===== config.mk =====
export PLATFORM = sky130hd
export DESIGN_NAME = spi_master_arbiter
export DESIGN_NICKNAME = d
export VERILOG_FILES = /design/src/rtl/spi_pkg.sv /design/src/rtl/spi_master_shifter.sv /design/src/rtl/spi_master_arbiter.sv
export SDC_FILE = /design/constraint.sdc
export NUM_CORES = 1
export LEC_CHECK = 0
export CAP_MARGIN = 0
export CELL_PAD_IN_SITES_DETAIL_PLACEMENT = 1
export CELL_PAD_IN_SITES_GLOBAL_PLACEMENT = 2
export CORE_MARGIN = 3
export CORE_UTILIZATION = 36
export CTS_CLUSTER_DIAMETER = 200
export DETAILED_ROUTE_END_ITERATION = 8
export PLACE_DENSITY = 0.89
export SETUP_SLACK_MARGIN = 0.15
export SLEW_MARGIN = 15
export SYNTH_ARGS = -nofsm -noshare
export SYNTH_HDL_FRONTEND = slang
export SYNTH_SLANG_ARGS = --single-unit

===== constraint.sdc =====
create_clock -name clk -period 3.2 [get_ports clk]
set_input_delay 0.48 -clock clk [delete_from_list [all_inputs] [get_ports clk]]
set_output_delay 0.48 -clock clk [all_outputs]
set_load 0.01 [all_outputs]

===== src/rtl/spi_pkg.sv =====
// Shared definitions for the two-requester SPI master: FSM encodings,
// default timing/width values, the SPI mode constant and the arbiter pick rule.
package spi_pkg;

    typedef enum logic [2:0] {
        ST_IDLE  = 3'd0,
        ST_SETUP = 3'd1,
        ST_SHIFT = 3'd2,
        ST_DONE  = 3'd3,
        ST_GAP   = 3'd4
    } state_t;

    localparam int CLK_DIV_DEFAULT = 4;
    localparam int DATA_W_DEFAULT  = 8;

    // SPI mode 0: CPOL=0 (SCLK idles low), CPHA=0 (sample on the rising edge).
    localparam int   SPI_MODE  = 0;
    localparam logic SCLK_IDLE = (SPI_MODE >= 2);

    // Round-robin pick between two requesters. Returns the winning index.
    // When both request, the pointer decides; a lone request always wins.
    function automatic logic rr_pick(input logic [1:0] req, input logic ptr);
        return (req == 2'b11) ? ptr : req[1];
    endfunction

endpackage


===== src/rtl/spi_master_shifter.sv =====
// Bit-level SPI engine: SCLK half-period divider, half-period counter and
// the combined TX/RX shift register. Timing is driven by 'en' from the FSM;
// the first CLK_DIV cycles of an enabled run are the setup phase (SCLK idle),
// after which SCLK toggles every CLK_DIV cycles starting with a rise.
module spi_master_shifter
    import spi_pkg::*;
#(
    parameter int CLK_DIV = CLK_DIV_DEFAULT,
    parameter int DATA_W  = DATA_W_DEFAULT
) (
    input  logic              clk,
    input  logic              rst_n,
    input  logic              load,
    input  logic [DATA_W-1:0] load_data,
    input  logic              en,
    input  logic              miso,
    output logic              sclk,
    output logic              mosi,
    output logic              tick,
    output logic              last,
    output logic [DATA_W-1:0] rx
);

    localparam int HALF_W = $clog2(2 * DATA_W + 1);
    localparam logic [HALF_W-1:0] HALF_LAST = HALF_W'(2 * DATA_W);
    localparam logic [7:0]        DIV_LAST  = 8'(CLK_DIV - 1);

    // shreg[DATA_W] drives MOSI; shreg[0] is the landing slot for the MISO
    // sample taken on the rise, pushed up into the data field on the fall.
    logic [DATA_W:0]   shreg;
    logic [7:0]        div_cnt;
    logic [HALF_W-1:0] half_cnt;

    assign tick = en && (div_cnt == DIV_LAST);
    assign last = tick && (half_cnt == HALF_LAST);
    assign mosi = shreg[DATA_W];
    assign rx   = shreg[DATA_W:1];

    // Divider, half-period counter, SCLK toggling and shift register.
    always_ff @(posedge clk or negedge rst_n) begin
        if (!rst_n) begin
            shreg    <= '0;
            div_cnt  <= '0;
            half_cnt <= '0;
            sclk     <= SCLK_IDLE;
        end else if (load) begin
            shreg    <= {load_data, 1'b0};
            div_cnt  <= '0;
            half_cnt <= '0;
            sclk     <= SCLK_IDLE;
        end else if (en) begin
            if (tick) begin
                div_cnt <= '0;
                if (half_cnt != HALF_LAST) begin
                    half_cnt <= half_cnt + 1'b1;
                    if (!half_cnt[0]) begin
                        sclk     <= ~SCLK_IDLE;
                        shreg[0] <= miso;
                    end else begin
                        sclk  <= SCLK_IDLE;
                        shreg <= {shreg[DATA_W-1:0], 1'b0};
                    end
                end
            end else begin
                div_cnt <= div_cnt + 1'b1;
            end
        end
    end

endmodule


===== src/rtl/spi_master_arbiter.sv =====
// Two-requester SPI master: round-robin arbiter plus transfer FSM
// (IDLE -> SETUP -> SHIFT -> DONE -> GAP). The bit engine lives in
// spi_master_shifter.
//
// Requester protocol: req[i] is a level sampled only in IDLE. The winner
// sees gnt[i] from the cycle after sampling until the end of the DONE cycle;
// its tx_data is captured at the sampling edge. done[i] pulses for exactly
// one cycle (while gnt[i] is still high) and rx_data is valid from that
// cycle until the next done. Dropping req after the grant does not abort.
module spi_master_arbiter
    import spi_pkg::*;
#(
    parameter int CLK_DIV = CLK_DIV_DEFAULT,
    parameter int DATA_W  = DATA_W_DEFAULT
) (
    input  logic              clk,
    input  logic              rst_n,
    input  logic [1:0]        req,
    input  logic [DATA_W-1:0] tx_data0,
    input  logic [DATA_W-1:0] tx_data1,
    output logic [1:0]        gnt,
    output logic [1:0]        done,
    output logic [DATA_W-1:0] rx_data,
    output logic              busy,
    output logic              SCLK,
    output logic              MOSI,
    output logic              SS,
    input  logic              MISO,
    output logic [2:0]        dbg_state
);

    localparam logic [7:0] GAP_LAST = 8'(CLK_DIV - 1);

    state_t            state;
    logic              ptr;
    logic [7:0]        gap_cnt;
    logic              win;
    logic              load;
    logic [DATA_W-1:0] load_data;
    logic              shift_en;
    logic              shift_mosi;
    logic              tick;
    logic              last;
    logic [DATA_W-1:0] shift_rx;

    assign win       = rr_pick(req, ptr);
    assign load      = (state == ST_IDLE) && (req != 2'b00);
    assign load_data = win ? tx_data1 : tx_data0;
    assign shift_en  = (state == ST_SETUP) || (state == ST_SHIFT);
    assign dbg_state = state;

    // The data line is forced low whenever the slave is deselected.
    assign MOSI = SS ? 1'b0 : shift_mosi;

    spi_master_shifter #(
        .CLK_DIV (CLK_DIV),
        .DATA_W  (DATA_W)
    ) u_shifter (
        .clk       (clk),
        .rst_n     (rst_n),
        .load      (load),
        .load_data (load_data),
        .en        (shift_en),
        .miso      (MISO),
        .sclk      (SCLK),
        .mosi      (shift_mosi),
        .tick      (tick),
        .last      (last),
        .rx        (shift_rx)
    );

    // Transfer FSM with arbitration and all registered handshake outputs.
    always_ff @(posedge clk or negedge rst_n) begin
        if (!rst_n) begin
            state   <= ST_IDLE;
            ptr     <= 1'b0;
            gnt     <= 2'b00;
            done    <= 2'b00;
            busy    <= 1'b0;
            SS      <= 1'b1;
            rx_data <= '0;
            gap_cnt <= '0;
        end else begin
            done <= 2'b00;
            case (state)
                ST_IDLE: begin
                    if (req != 2'b00) begin
                        gnt   <= win ? 2'b10 : 2'b01;
                        ptr   <= ~win;
                        SS    <= 1'b0;
                        busy  <= 1'b1;
                        state <= ST_SETUP;
                    end
                end
                ST_SETUP: begin
                    if (tick) state <= ST_SHIFT;
                end
                ST_SHIFT: begin
                    if (last) begin
                        SS      <= 1'b1;
                        done    <= gnt;
                        rx_data <= shift_rx;
                        state   <= ST_DONE;
                    end
                end
                ST_DONE: begin
                    gnt     <= 2'b00;
                    gap_cnt <= '0;
                    state   <= ST_GAP;
                end
                ST_GAP: begin
                    if (gap_cnt == GAP_LAST) begin
                        busy  <= 1'b0;
                        state <= ST_IDLE;
                    end else begin
                        gap_cnt <= gap_cnt + 1'b1;
                    end
                end
                default: state <= ST_IDLE;
            endcase
        end
    end

endmodule


==> results by group, run 1 <==
Logic synthesis
  – Number of synthesized register bits: 48
  – Synth Instances: 232
  – Sequential share of the synthesized area: 49.77%
  – Combined area of all synthesized cells: 2416 um^2
  – Primary flip-flop cell chosen by synthesis mapping: sky130_fd_sc_hd__dfrtp_1
  – Async set or reset register ratio after synthesis: 100.0%
  – Distinct cell type count after synthesis: 42
  – Post-synth net total: 257
  – Synth warn: 0
  – Number of enable-type register cells in the synthesized netlist: 0
  – Synthesized area divided by synthesized cell count: 10.41 um^2

Floorplan
  – Total die area: 7730 um^2
  – Io pins: 40
  – Effective utilization at floorplan: 37.62%
  – Die W: 87.92 um
  – Standard-cell row count: 29
  – Die boundary height: 87.92 um
  – Floorplan core area: 6422 um^2

Cells and area
  – Non-Filler Cell Area, Final: 2988 um^2
  – # fillers: 711
  – Share of final-layout standard cells stronger than drive strength 1: 10.41%
  – Area growth from synthesis to final layout: 23.67%
  – Total inserted antenna cells: 0
  – NumNets Final: 293
  – Final Util: 46.52%

Setup path
  – Worst setup EP type: flop
  – Path type of the worst setup path: reg -> reg
  – Launching point of the worst reg2reg path: u_shifter.div_cnt[0]$_DFFE_PN0P_
  – Slowest library cell on the worst path: sky130_fd_sc_hd__nor4_4
  – Signal arrival time at the worst endpoint: 2.55 ns
  – Required time worst endpoint: 3.40 ns
  – Largest fanout on the critical path: 11
  – Worst-path cell chain: ha_1, nor4b_4, nand2_2, nor4_4, mux2_2
  – Type of origin of the critical path: flop
  – Startpoint of the worst setup timing path: u_shifter.div_cnt[0]$_DFFE_PN0P_
  – Delay contributed by the slowest stage of the critical path: 0.67 ns

Run status
  – Run status: finished clean

STA
  – Hold violation count in the final report: 0
  – Final period util: 73.41%
  – Final TNS setup: 0 ns
  – Number of slew-limit violations in the final report: 0
  – Unrepaired setup endpoints after global routing: no
  – Tightest slew margin relative to the limit: 42.76%
  – Slew at the pin closest to its max-slew limit: 0.8569 ns
  – F_max: 425.7 MHz
  – Final setup vio count: 0
  – Clk_skew: 0.01102 ns
  – Post-layout minimum cycle time: 2.349 ns

GRT
  – First-pass GRT wire length: 9.811 mm
  – Total global routing track utilization: 16.11%
  – Vias in the first global route: 1,935
  – Antenna violations before repair: 0
  – Largest net degree at the start of global routing: 49
  – Overflow left after global routing: 0

Placement
  – Buffers added on ports: 39
  – Final RePlAce weighted congestion: 0.7879
  – Final HPWL DP: 4.188 mm
  – Cell area after placement: 2870 um^2

Pwr
  – Total power consumption of the routed design: 2.030 mW
  – Power density normalized to cell area: 679.6 nW/um^2
  – LEAKAGE: 1.246 nW
  – Maximum vdd drop: 278.4 uV

Run
  – Max_cap viols: 0

Routing
  – WL per Instance: 17.33 um
  – Post-Route WL: 5.997 mm
  – Met1 wire length: 2.773 mm
  – DR vias/cell: 5.558
  – Uppermost layer routed: met4
  – Met2 layer wire length in the routed design: 2.886 mm
  – Initial DRC Count: 73
  – Via count of the routed design: 1,923
  – Met3 layer wire length in the routed design: 296 um
  – Antenna viol nets, final: 0
  – Pre-Repair DR Iteration Count: 4
  – Number of design rule violations left after detail routing: 0

Clocking
  – Clock sinks: 48
  – Clock insertion delay at the later pin of the skew report: 0.31 ns
  – Clock Root Buffer: sky130_fd_sc_hd__clkbuf_8
  – Number of buffers on the longest clock path: 2
  – Hold buffers post-CTS: 0
  – CTS buffer count: 5
  – Count of H-tree levels built during CTS: 2
  – Post-CTS setup repair buffer count: 0
  – Clock input transition at the sequential cells of the worst setup and hold paths: 0.10 ns
  – TritonCTS clock tree: built
  – Number of cells upsized or downsized after cts: 0

Worst hold path
  – Worst hold path type: in -> async
[power by group]
| group | internal, mW | switching [mW] |
|---|---|---|
| registers | 0.724 | 0.173 |
| clock network | 0.236 | 0.221 |
| logic | 0.323 | 0.354 |
| total | 1.28 | 0.747 |
[per-stage QoR]
step,hold slack [ns],instances,setup slack (ns)
6_report,0.1812,346,0.8510
5_1_grt,0.2216,346,0.6602
4_1_cts,0.4099,346,0.8193
3_5_place_dp,0.4959,338,0.7418
3_3_place_gp,0.4802,338,0.7698
2_1_floorplan,0.1844,232,1.283
[worst max-delay path: cells and delay by family (launching register included)]
kind | cells | cell delay [ns]
muxes | 1 | 0.41
DFF | 1 | 0.40
and+or+nand+nor | 3 | 1.16
adders and majority gates | 1 | 0.26
[logic make-up (layout without fill, tap and decap cells)]
logic type / count (synthesis) / count (layout) / synth area share [%]
compound gates: 46 / 46 / 12.43
fa+ha+maj: 4 / 4 / 2.072
simple gates: 92 / 92 / 22.53
mux: 15 / 15 / 6.681
buf+inv: 18 / 55 / 2.951
flops: 48 / 48 / 49.77
xor+xnor: 9 / 9 / 3.574
[registers in the layout (all words and copies together) (netlist names)]
name and count:
ptr 1, u_shifter.half_cnt 5, busy 1, gap_cnt 8
gnt 2, rx_data 8, dbg_state 3, SS 1
u_shifter.shreg 9, u_shifter.div_cnt 8, done 2
[synth_stat cells (2+ instances only)]
cell type,count,area share (%)
sky130_fd_sc_hd__mux2i_1,6,2.5
sky130_fd_sc_hd__nand2b_1,3,0.78
sky130_fd_sc_hd__a21oi_1,16,3.3
sky130_fd_sc_hd__inv_1,6,0.93
sky130_fd_sc_hd__nor3b_1,2,0.62
sky130_fd_sc_hd__ha_1,4,2.1
sky130_fd_sc_hd__mux2_2,9,4.2
sky130_fd_sc_hd__clkbuf_1,9,1.4
sky130_fd_sc_hd__o31ai_1,2,0.62
sky130_fd_sc_hd__nand4b_1,2,0.73
sky130_fd_sc_hd__buf_2,3,0.62
sky130_fd_sc_hd__nand2_1,16,2.5
sky130_fd_sc_hd__or4_1,2,0.62
sky130_fd_sc_hd__o21ai_0,12,2.5
sky130_fd_sc_hd__nor2_1,15,2.3
sky130_fd_sc_hd__o21a_1,3,0.93
sky130_fd_sc_hd__or3_1,5,1.3
sky130_fd_sc_hd__xnor2_1,7,2.5
sky130_fd_sc_hd__nand3_1,11,2.3
sky130_fd_sc_hd__a221o_1,8,3.3
sky130_fd_sc_hd__nor2b_1,2,0.52
sky130_fd_sc_hd__nor4_1,7,1.8
sky130_fd_sc_hd__dfrtp_1,47,49
sky130_fd_sc_hd__nor3_1,5,1.0
sky130_fd_sc_hd__nand4_1,2,0.52
sky130_fd_sc_hd__nand3b_1,10,3.1
sky130_fd_sc_hd__and2_1,3,0.78
[placed cells by master, fill, tap and decap left out, types with 2 or more instances in the layout]
cell type	n
sky130_fd_sc_hd__o21a_1	3
sky130_fd_sc_hd__nor3b_1	2
sky130_fd_sc_hd__o31ai_1	2
sky130_fd_sc_hd__or3_1	5
sky130_fd_sc_hd__nand3b_1	10
sky130_fd_sc_hd__a21oi_1	16
sky130_fd_sc_hd__nor3_1	5
sky130_fd_sc_hd__or4_1	2
sky130_fd_sc_hd__nand4b_1	2
sky130_fd_sc_hd__dfrtp_1	47
sky130_fd_sc_hd__nor4_1	6
sky130_fd_sc_hd__nand2_1	16
sky130_fd_sc_hd__nor2b_1	2
sky130_fd_sc_hd__ha_1	4
sky130_fd_sc_hd__o21ai_0	12
sky130_fd_sc_hd__buf_4	3
sky130_fd_sc_hd__clkdlybuf4s50_1	38
sky130_fd_sc_hd__and2_1	3
sky130_fd_sc_hd__mux2_2	9
sky130_fd_sc_hd__nand2b_1	3
sky130_fd_sc_hd__nand4_1	2
sky130_fd_sc_hd__clkbuf_8	5
sky130_fd_sc_hd__inv_1	6
sky130_fd_sc_hd__a221o_1	8
sky130_fd_sc_hd__nor2_1	15
sky130_fd_sc_hd__xnor2_1	7
sky130_fd_sc_hd__nand3_1	11
sky130_fd_sc_hd__mux2i_1	6
[routing by layer]
metal  vias up  track usage (%)
met4         0            3.347
met1       952            22.79
met5         -                0
li1        910                -
met2        57            25.82
met3         4            3.104
[final cells by class]
| class | count | area, um^2 | share of cell area, % |
|---|---|---|---|
| Sequential cell | 48 | 1202 | 40.24 |
| Multi-Input combinational cell | 166 | 1149 | 38.44 |
| Timing Repair Buffer | 41 | 402.9 | 13.48 |
| Tap cell | 77 | 96.34 | 3.224 |
| Clock buffer | 5 | 68.82 | 2.303 |
| Clock inverter | 3 | 46.29 | 1.549 |
| Inverter | 6 | 22.52 | 0.7538 |
[final timing paths]
path                                                          to  slack, ns  depth (start not counted)
worst min register to register            rx_data[2]$_DFFE_PN0P_       0.51                          1
max in group asynchronous       u_shifter.div_cnt[7]$_DFFE_PN0P_       2.59                          1
min in group clk                          rx_data[2]$_DFFE_PN0P_       0.51                          1
worst min-delay path                      rx_data[6]$_DFFE_PN0P_       0.18                          1
worst max-delay path                      rx_data[0]$_DFFE_PN0P_       0.85                          5
worst max register to register            rx_data[0]$_DFFE_PN0P_       0.85                          5
Power figures use the tool's default switching activity.
==> run 2: changes to the inputs <==
--- a/config.mk
+++ b/config.mk
@@ -9,10 +9,10 @@
 export CELL_PAD_IN_SITES_DETAIL_PLACEMENT = 1
 export CELL_PAD_IN_SITES_GLOBAL_PLACEMENT = 2
 export CORE_MARGIN = 3
-export CORE_UTILIZATION = 36
+export CORE_UTILIZATION = 30
 export CTS_CLUSTER_DIAMETER = 200
 export DETAILED_ROUTE_END_ITERATION = 8
-export PLACE_DENSITY = 0.89
+export PLACE_DENSITY = 0.79
 export SETUP_SLACK_MARGIN = 0.15
 export SLEW_MARGIN = 15
 export SYNTH_ARGS = -nofsm -noshare
==> constraint.sdc (replaced) <==
create_clock -name clk -period 2.09 [get_ports clk]
set_input_delay 0.3135 -clock clk [delete_from_list [all_inputs] [get_ports clk]]
set_output_delay 0.3135 -clock clk [all_outputs]
set_load 0.01 [all_outputs]
==> run 2 against run 1 <==
Compared with the run above: setup slack worse by 0.64 ns; maximum frequency grew 25%; worst hold slack worse by 0.16 ns; combinational power up 94%; clock power is 54% higher; largest power group is now combinational logic; cell count increased by 13%; highest routed layer unchanged; register-to-register slack lost 0.64 ns; sequential share of layout area fell by 2.8 points; die area up 19%.
==> results by group, run 2 (same netlist as run 1, synthesis figures left out) <==
STA
  – Final TNS setup: 0 ns
  – Tightest slew margin relative to the limit: 55.61%
  – Number of slew-limit violations in the final report: 0
  – Final critical-path setup slack: 0.2157 ns
  – Final period util: 89.68%
  – Unrepaired setup endpoints after global routing: no
  – Clk_skew: 0.01033 ns
  – Slew at the pin closest to its max-slew limit: 0.6659 ns
  – F_max: 533.5 MHz
  – Post-layout minimum cycle time: 1.874 ns
  – Final setup vio count: 0
  – Post-route worst hold slack: 0.02584 ns
  – Hold violation count in the final report: 0

Cells and area
  – Non-Filler Cell Area, Final: 3212 um^2
  – Final Util: 41.35%
  – Leading cell types in the layout, fill and taps excluded: sky130_fd_sc_hd__dfrtp_1, sky130_fd_sc_hd__clkdlybuf4s50_1, sky130_fd_sc_hd__buf_4, sky130_fd_sc_hd__nand2_1, sky130_fd_sc_hd__a21oi_1
  – Max reg flops: 9
  – NumNets Final: 314
  – Total inserted antenna cells: 0
  – Share of final-layout standard cells stronger than drive strength 1: 17.93%
  – Post-route non-filler standard cell count: 392
  – # fillers: 889
  – Area growth from synthesis to final layout: 32.94%
  – Largest register by flop count: u_shifter.shreg
  – Commonest non-fill, non-tap cell in the layout: sky130_fd_sc_hd__dfrtp_1

Setup path
  – Worst setup EP type: flop
  – Slowest library cell on the worst path: sky130_fd_sc_hd__or4_1
  – Launching point of the worst reg2reg path: u_shifter.div_cnt[1]$_DFFE_PN0P_
  – Reg2Reg Capture Point: u_shifter.half_cnt[3]$_DFFE_PN0P_
  – Required time worst endpoint: 2.32 ns
  – Path type of the worst setup path: reg -> reg
  – Signal arrival time at the worst endpoint: 2.10 ns
  – Worst-path cell chain: ha_2, nor4b_4, nand2_2, buf_6, or4_1, a21oi_1
  – Largest fanout on the critical path: 8
  – Cell count of the worst reg-to-reg path: 6
  – Type of origin of the critical path: flop
  – Delay contributed by the slowest stage of the critical path: 0.49 ns
  – Worst-case register-to-register setup slack: 0.22 ns

Placement
  – Minimum setup slack after placement: 0.06246 ns
  – Final HPWL DP: 4.491 mm
  – Cell area after placement: 3047 um^2
  – Buffers added on ports: 39
  – Final RePlAce weighted congestion: 0.7534
  – Instance count after placement with tap cells included: 379

Routing
  – DR vias/cell: 5.048
  – Via count of the routed design: 1,979
  – Post-Route WL: 6.271 mm
  – Initial DRC Count: 73
  – Pre-Repair DR Iteration Count: 4
  – Antenna viol nets, final: 0
  – Number of design rule violations left after detail routing: 0
  – WL per Instance: 16.00 um

Clocking
  – Number of buffers on the longest clock path: 2
  – Clock sinks: 48
  – TritonCTS clock tree: built
  – CTS buffer count: 5
  – Clock input transition at the sequential cells of the worst setup and hold paths: 0.10 ns
  – Clock insertion delay at the later pin of the skew report: 0.30 ns
  – Clock Root Buffer: sky130_fd_sc_hd__clkbuf_8
  – Count of H-tree levels built during CTS: 2

Pwr
  – Total power consumption of the routed design: 3.308 mW
  – Power density normalized to cell area: 1030 nW/um^2
  – LEAKAGE: 1.356 nW
  – Maximum vdd drop: 409.9 uV

Floorplan
  – Io pins: 40
  – Die boundary height: 95.74 um
  – Total die area: 9166 um^2
  – Floorplan core area: 7767 um^2
  – Die W: 95.74 um
  – Effective utilization at floorplan: 31.11%
  – Standard-cell row count: 32

GRT
  – Vias in the first global route: 2,072
  – First-pass GRT wire length: 10.43 mm
  – Largest net degree at the start of global routing: 28
  – Antenna violations before repair: 0
  – Total global routing track utilization: 14.62%
  – Overflow left after global routing: 0

Run status
  – Run status: finished clean

Worst hold path
  – Worst hold path type: in -> async

Run
  – Max_cap viols: 0
[run 2: worst max-delay path by stage]
| stage | startpoint | to | slack [ns] | depth (start not counted) |
|---|---|---|---|---|
| final | u_shifter.div_cnt[1]$_DFFE_PN0P_ | u_shifter.half_cnt[3]$_DFFE_PN0P_ | 0.22 | 6 |
| after global routing | u_shifter.div_cnt[1]$_DFFE_PN0P_ | u_shifter.half_cnt[3]$_DFFE_PN0P_ | 0.12 | 6 |
| after CTS | u_shifter.div_cnt[0]$_DFFE_PN0P_ | rx_data[0]$_DFFE_PN0P_ | 0.15 | 6 |
| after floorplan | u_shifter.div_cnt[0]$_DFFE_PN0P_ | rx_data[0]$_DFFE_PN0P_ | 0.17 | 5 |
| after detailed placement | req[1] | gnt[0]$_DFFE_PN0P_ | 0.06 | 5 |
| after global placement | req[1] | gnt[0]$_DFFE_PN0P_ | 0.11 | 5 |
[run 2: routing by layer]
layer	track usage, %	vias up	wire, um
met2	23.34	43	2874
li1	-	957	-
met4	3.199	0	40
met3	3.362	5	358
met5	0	-	0
met1	20.26	974	2998
[run 2: repair_timing]
item                                    4_1_cts  5_1_grt
hold buffers                                  0        0
endpoints found under the setup margin        0       20
gates resized for setup                       0        4
buffers inserted                              0        5
[run 2: critical path: cells and delay by family (launching register included)]
| family | cells | cell delay (ns) |
|---|---|---|
| simple gates | 3 | 0.86 |
| compound gates | 1 | 0.16 |
| buf+inv | 1 | 0.16 |
| flops | 1 | 0.41 |
| fa+ha+maj | 1 | 0.21 |
[run 2: cell type report]
| type | count | area (um^2) | share of cell area [%] |
|---|---|---|---|
| tap | 102 | 127.6 | 3.973 |
| sequential | 48 | 1204 | 37.48 |
| timing repair buffer | 62 | 586.8 | 18.27 |
| multi-input combinational | 166 | 1156 | 36.00 |
| inverter | 6 | 22.52 | 0.7012 |
| clock buffer | 5 | 68.82 | 2.143 |
| clock inverter | 3 | 46.29 | 1.441 |
[run 2: where the power goes]
| group | internal, mW | switching [mW] | leakage [nW] |
|---|---|---|---|
| logic | 0.641 | 0.671 | 0.668 |
| registers | 1.11 | 0.183 | 0.633 |
| clock network | 0.361 | 0.340 | 0.0548 |
| total | 2.11 | 1.19 | 1.36 |
==> run 3: changes to the inputs <==
--- a/config.mk
+++ b/config.mk
@@ -13,6 +13,7 @@
 export CTS_CLUSTER_DIAMETER = 200
 export DETAILED_ROUTE_END_ITERATION = 8
 export PLACE_DENSITY = 0.79
+export RECOVER_POWER = 100
 export SETUP_SLACK_MARGIN = 0.15
 export SLEW_MARGIN = 15
 export SYNTH_ARGS = -nofsm -noshare
==> run 3 against run 2 <==
Compared with the run above: the run now ends with capacitance limit, slew limit left; largest cell class unchanged; sequential power about the same; register-to-register slack barely moved; critical path type is now reg -> out; clock power hardly changed; via count decreased by 0.66%; sequential share of layout area increased by 0.12 points; worst hold slack improved by 0.36 ns; global-route usage unchanged; wire length fell by 0.19%; count of clock-buffer cells in the layout unchanged; cell area shrank 0.43%; utilization fell by 0.18 points.
==> results by group, run 3 (same netlist as run 1, synthesis figures left out) <==
Run status
  – Run status: complete, but fails checks
  – Failing checks: capacitance limit, slew limit

STA
  – F_max: 525.4 MHz
  – Unrepaired setup endpoints after global routing: no
  – Slew at the pin closest to its max-slew limit: 1.596 ns
  – Post-layout minimum cycle time: 1.903 ns
  – Tightest slew margin relative to the limit: -6.392%
  – Final period util: 91.07%
  – Number of slew-limit violations in the final report: 27
  – Final TNS setup: 0 ns
  – Final setup vio count: 0
  – Clk_skew: 0.01192 ns
  – Hold violation count in the final report: 0
  – Post-route worst hold slack: 0.3889 ns

Setup path
  – Cell count of the worst reg-to-reg path: 6
  – Top delay family on crit path: buffers and inverters
  – Delay contributed by the slowest stage of the critical path: 0.61 ns
  – Worst setup EP type: primary output
  – Largest fanout on the critical path: 9
  – Required time worst endpoint: 1.78 ns
  – Worst-case register-to-register setup slack: 0.21 ns
  – Path type of the worst setup path: reg -> out
  – Launching point of the worst reg2reg path: u_shifter.div_cnt[1]$_DFFE_PN0P_
  – Type of origin of the critical path: flop
  – Sum of buffers and inverters on the critical path: 2
  – Worst-path cell chain: buf_4, dlygate4sd3_1
  – Signal arrival time at the worst endpoint: 1.59 ns
  – Reg2Reg Capture Point: u_shifter.half_cnt[3]$_DFFE_PN0P_
  – Slowest library cell on the worst path: sky130_fd_sc_hd__dlygate4sd3_1

Pwr
  – Cell internal pwr: 2.081 mW
  – Fraction of power consumed by the clock network: 21.4%
  – Combinational group share of total power: 39.1%
  – Net Switching: 1.186 mW
  – Total power consumption of the routed design: 3.267 mW
  – Switching share of total power: 36.31%
  – LEAKAGE: 1.401 nW
  – Flop pwr share: 39.5%
  – Maximum vdd drop: 409.5 uV
  – Power density normalized to cell area: 1022 nW/um^2

Placement
  – Final HPWL DP: 4.491 mm
  – Buffers added on ports: 39
  – Cell area after placement: 3047 um^2
  – Final RePlAce weighted congestion: 0.7534

Floorplan
  – Total die area: 9166 um^2
  – Standard-cell row count: 32
  – Floorplan core area: 7767 um^2
  – Io pins: 40
  – Effective utilization at floorplan: 31.11%
  – Die boundary height: 95.74 um
  – Die W: 95.74 um

Routing
  – Via count of the routed design: 1,966
  – Uppermost layer routed: met4
  – Met2 layer wire length in the routed design: 2.880 mm
  – Pre-Repair DR Iteration Count: 4
  – Number of design rule violations left after detail routing: 0
  – WL per Instance: 15.97 um
  – Post-Route WL: 6.259 mm
  – Antenna viol nets, final: 0
  – DR vias/cell: 5.015
  – Met1 wire length: 3.005 mm
  – Initial DRC Count: 84
  – Met3 layer wire length in the routed design: 333 um

Cells and area
  – Total inserted antenna cells: 0
  – Final Util: 41.17%
  – Largest register by flop count: u_shifter.shreg
  – NumNets Final: 314
  – Non-Filler Cell Area, Final: 3198 um^2
  – Area growth from synthesis to final layout: 32.37%
  – Leading cell types in the layout, fill and taps excluded: sky130_fd_sc_hd__dfrtp_1, sky130_fd_sc_hd__clkdlybuf4s50_1, sky130_fd_sc_hd__dlygate4sd3_1, sky130_fd_sc_hd__buf_4
  – Commonest non-fill, non-tap cell in the layout: sky130_fd_sc_hd__dfrtp_1
  – # fillers: 893
  – Max reg flops: 9
  – Share of final-layout standard cells stronger than drive strength 1: 16.21%

Clocking
  – TritonCTS clock tree: built
  – CTS buffer count: 5
  – Count of H-tree levels built during CTS: 2
  – Clock insertion delay at the later pin of the skew report: 0.31 ns
  – Clock input transition at the sequential cells of the worst setup and hold paths: 0.10 ns
  – Clock Root Buffer: sky130_fd_sc_hd__clkbuf_8
  – Number of buffers on the longest clock path: 2
  – Clock sinks: 48

GRT
  – First-pass GRT wire length: 10.43 mm
  – Overflow left after global routing: 0
  – Largest net degree at the start of global routing: 28
  – Antenna violations before repair: 0
  – Total global routing track utilization: 14.62%
  – Vias in the first global route: 2,072

Worst hold path
  – Worst hold path type: in -> async

Run
  – Max_cap viols: 1
run 3: power by group through the flow:
stage | combinational [mW] | sequential [mW] | clock, mW
2_1_floorplan | 0.740 | 1.28 | 0
4_1_cts | 1.27 | 1.30 | 0.731
6_report | 1.28 | 1.29 | 0.700
3_5_place_dp | 1.27 | 1.32 | 0
5_1_grt | 1.44 | 1.32 | 0.766
3_3_place_gp | 1.24 | 1.31 | 0
run 3: what timing repair did:
item,4_1_cts,5_1_grt
gates resized for setup,0,4
setup endpoints to repair,0,20
hold endpoints to repair,0,0
hold buffers,0,0
buffers inserted,0,5
run 3: per-layer routing:
| metal | track usage, % | up-vias |
|---|---|---|
| met4 | 3.199 | 0 |
| met2 | 23.34 | 39 |
| met5 | 0 | - |
| met1 | 20.26 | 966 |
| met3 | 3.362 | 5 |
| li1 | - | 956 |
run 3: final cells by class:
| class | instances | area, um^2 | share of cell area (%) |
|---|---|---|---|
| inverters | 6 | 22.52 | 0.7042 |
| clock inverters | 3 | 46.29 | 1.448 |
| well taps | 102 | 127.6 | 3.991 |
| flip-flops and latches | 48 | 1202 | 37.60 |
| multi-input cells | 166 | 1147 | 35.88 |
| repair buffers | 62 | 583.1 | 18.23 |
| clock buffers | 5 | 68.82 | 2.152 |
run 3: per-stage QoR:
step / setup WS [ns] / cells
4_1_cts: 0.1549 / 387
6_report: 0.1866 / 392
5_1_grt: 0.1056 / 392
3_5_place_dp: 0.06246 / 379
3_3_place_gp: 0.1110 / 379
2_1_floorplan: 0.1731 / 232
run 3: worst max path at each step:
stage	depth (start not counted)	slack, ns	to	startpoint
2_1_floorplan	5	0.17	rx_data[0]$_DFFE_PN0P_	u_shifter.div_cnt[0]$_DFFE_PN0P_
3_3_place_gp	5	0.11	gnt[0]$_DFFE_PN0P_	req[1]
3_5_place_dp	5	0.06	gnt[0]$_DFFE_PN0P_	req[1]
4_1_cts	6	0.15	rx_data[0]$_DFFE_PN0P_	u_shifter.div_cnt[0]$_DFFE_PN0P_
5_1_grt	6	0.11	u_shifter.half_cnt[3]$_DFFE_PN0P_	u_shifter.div_cnt[1]$_DFFE_PN0P_
6_report	2	0.19	dbg_state[0]	dbg_state[0]$_DFFE_PN0P_
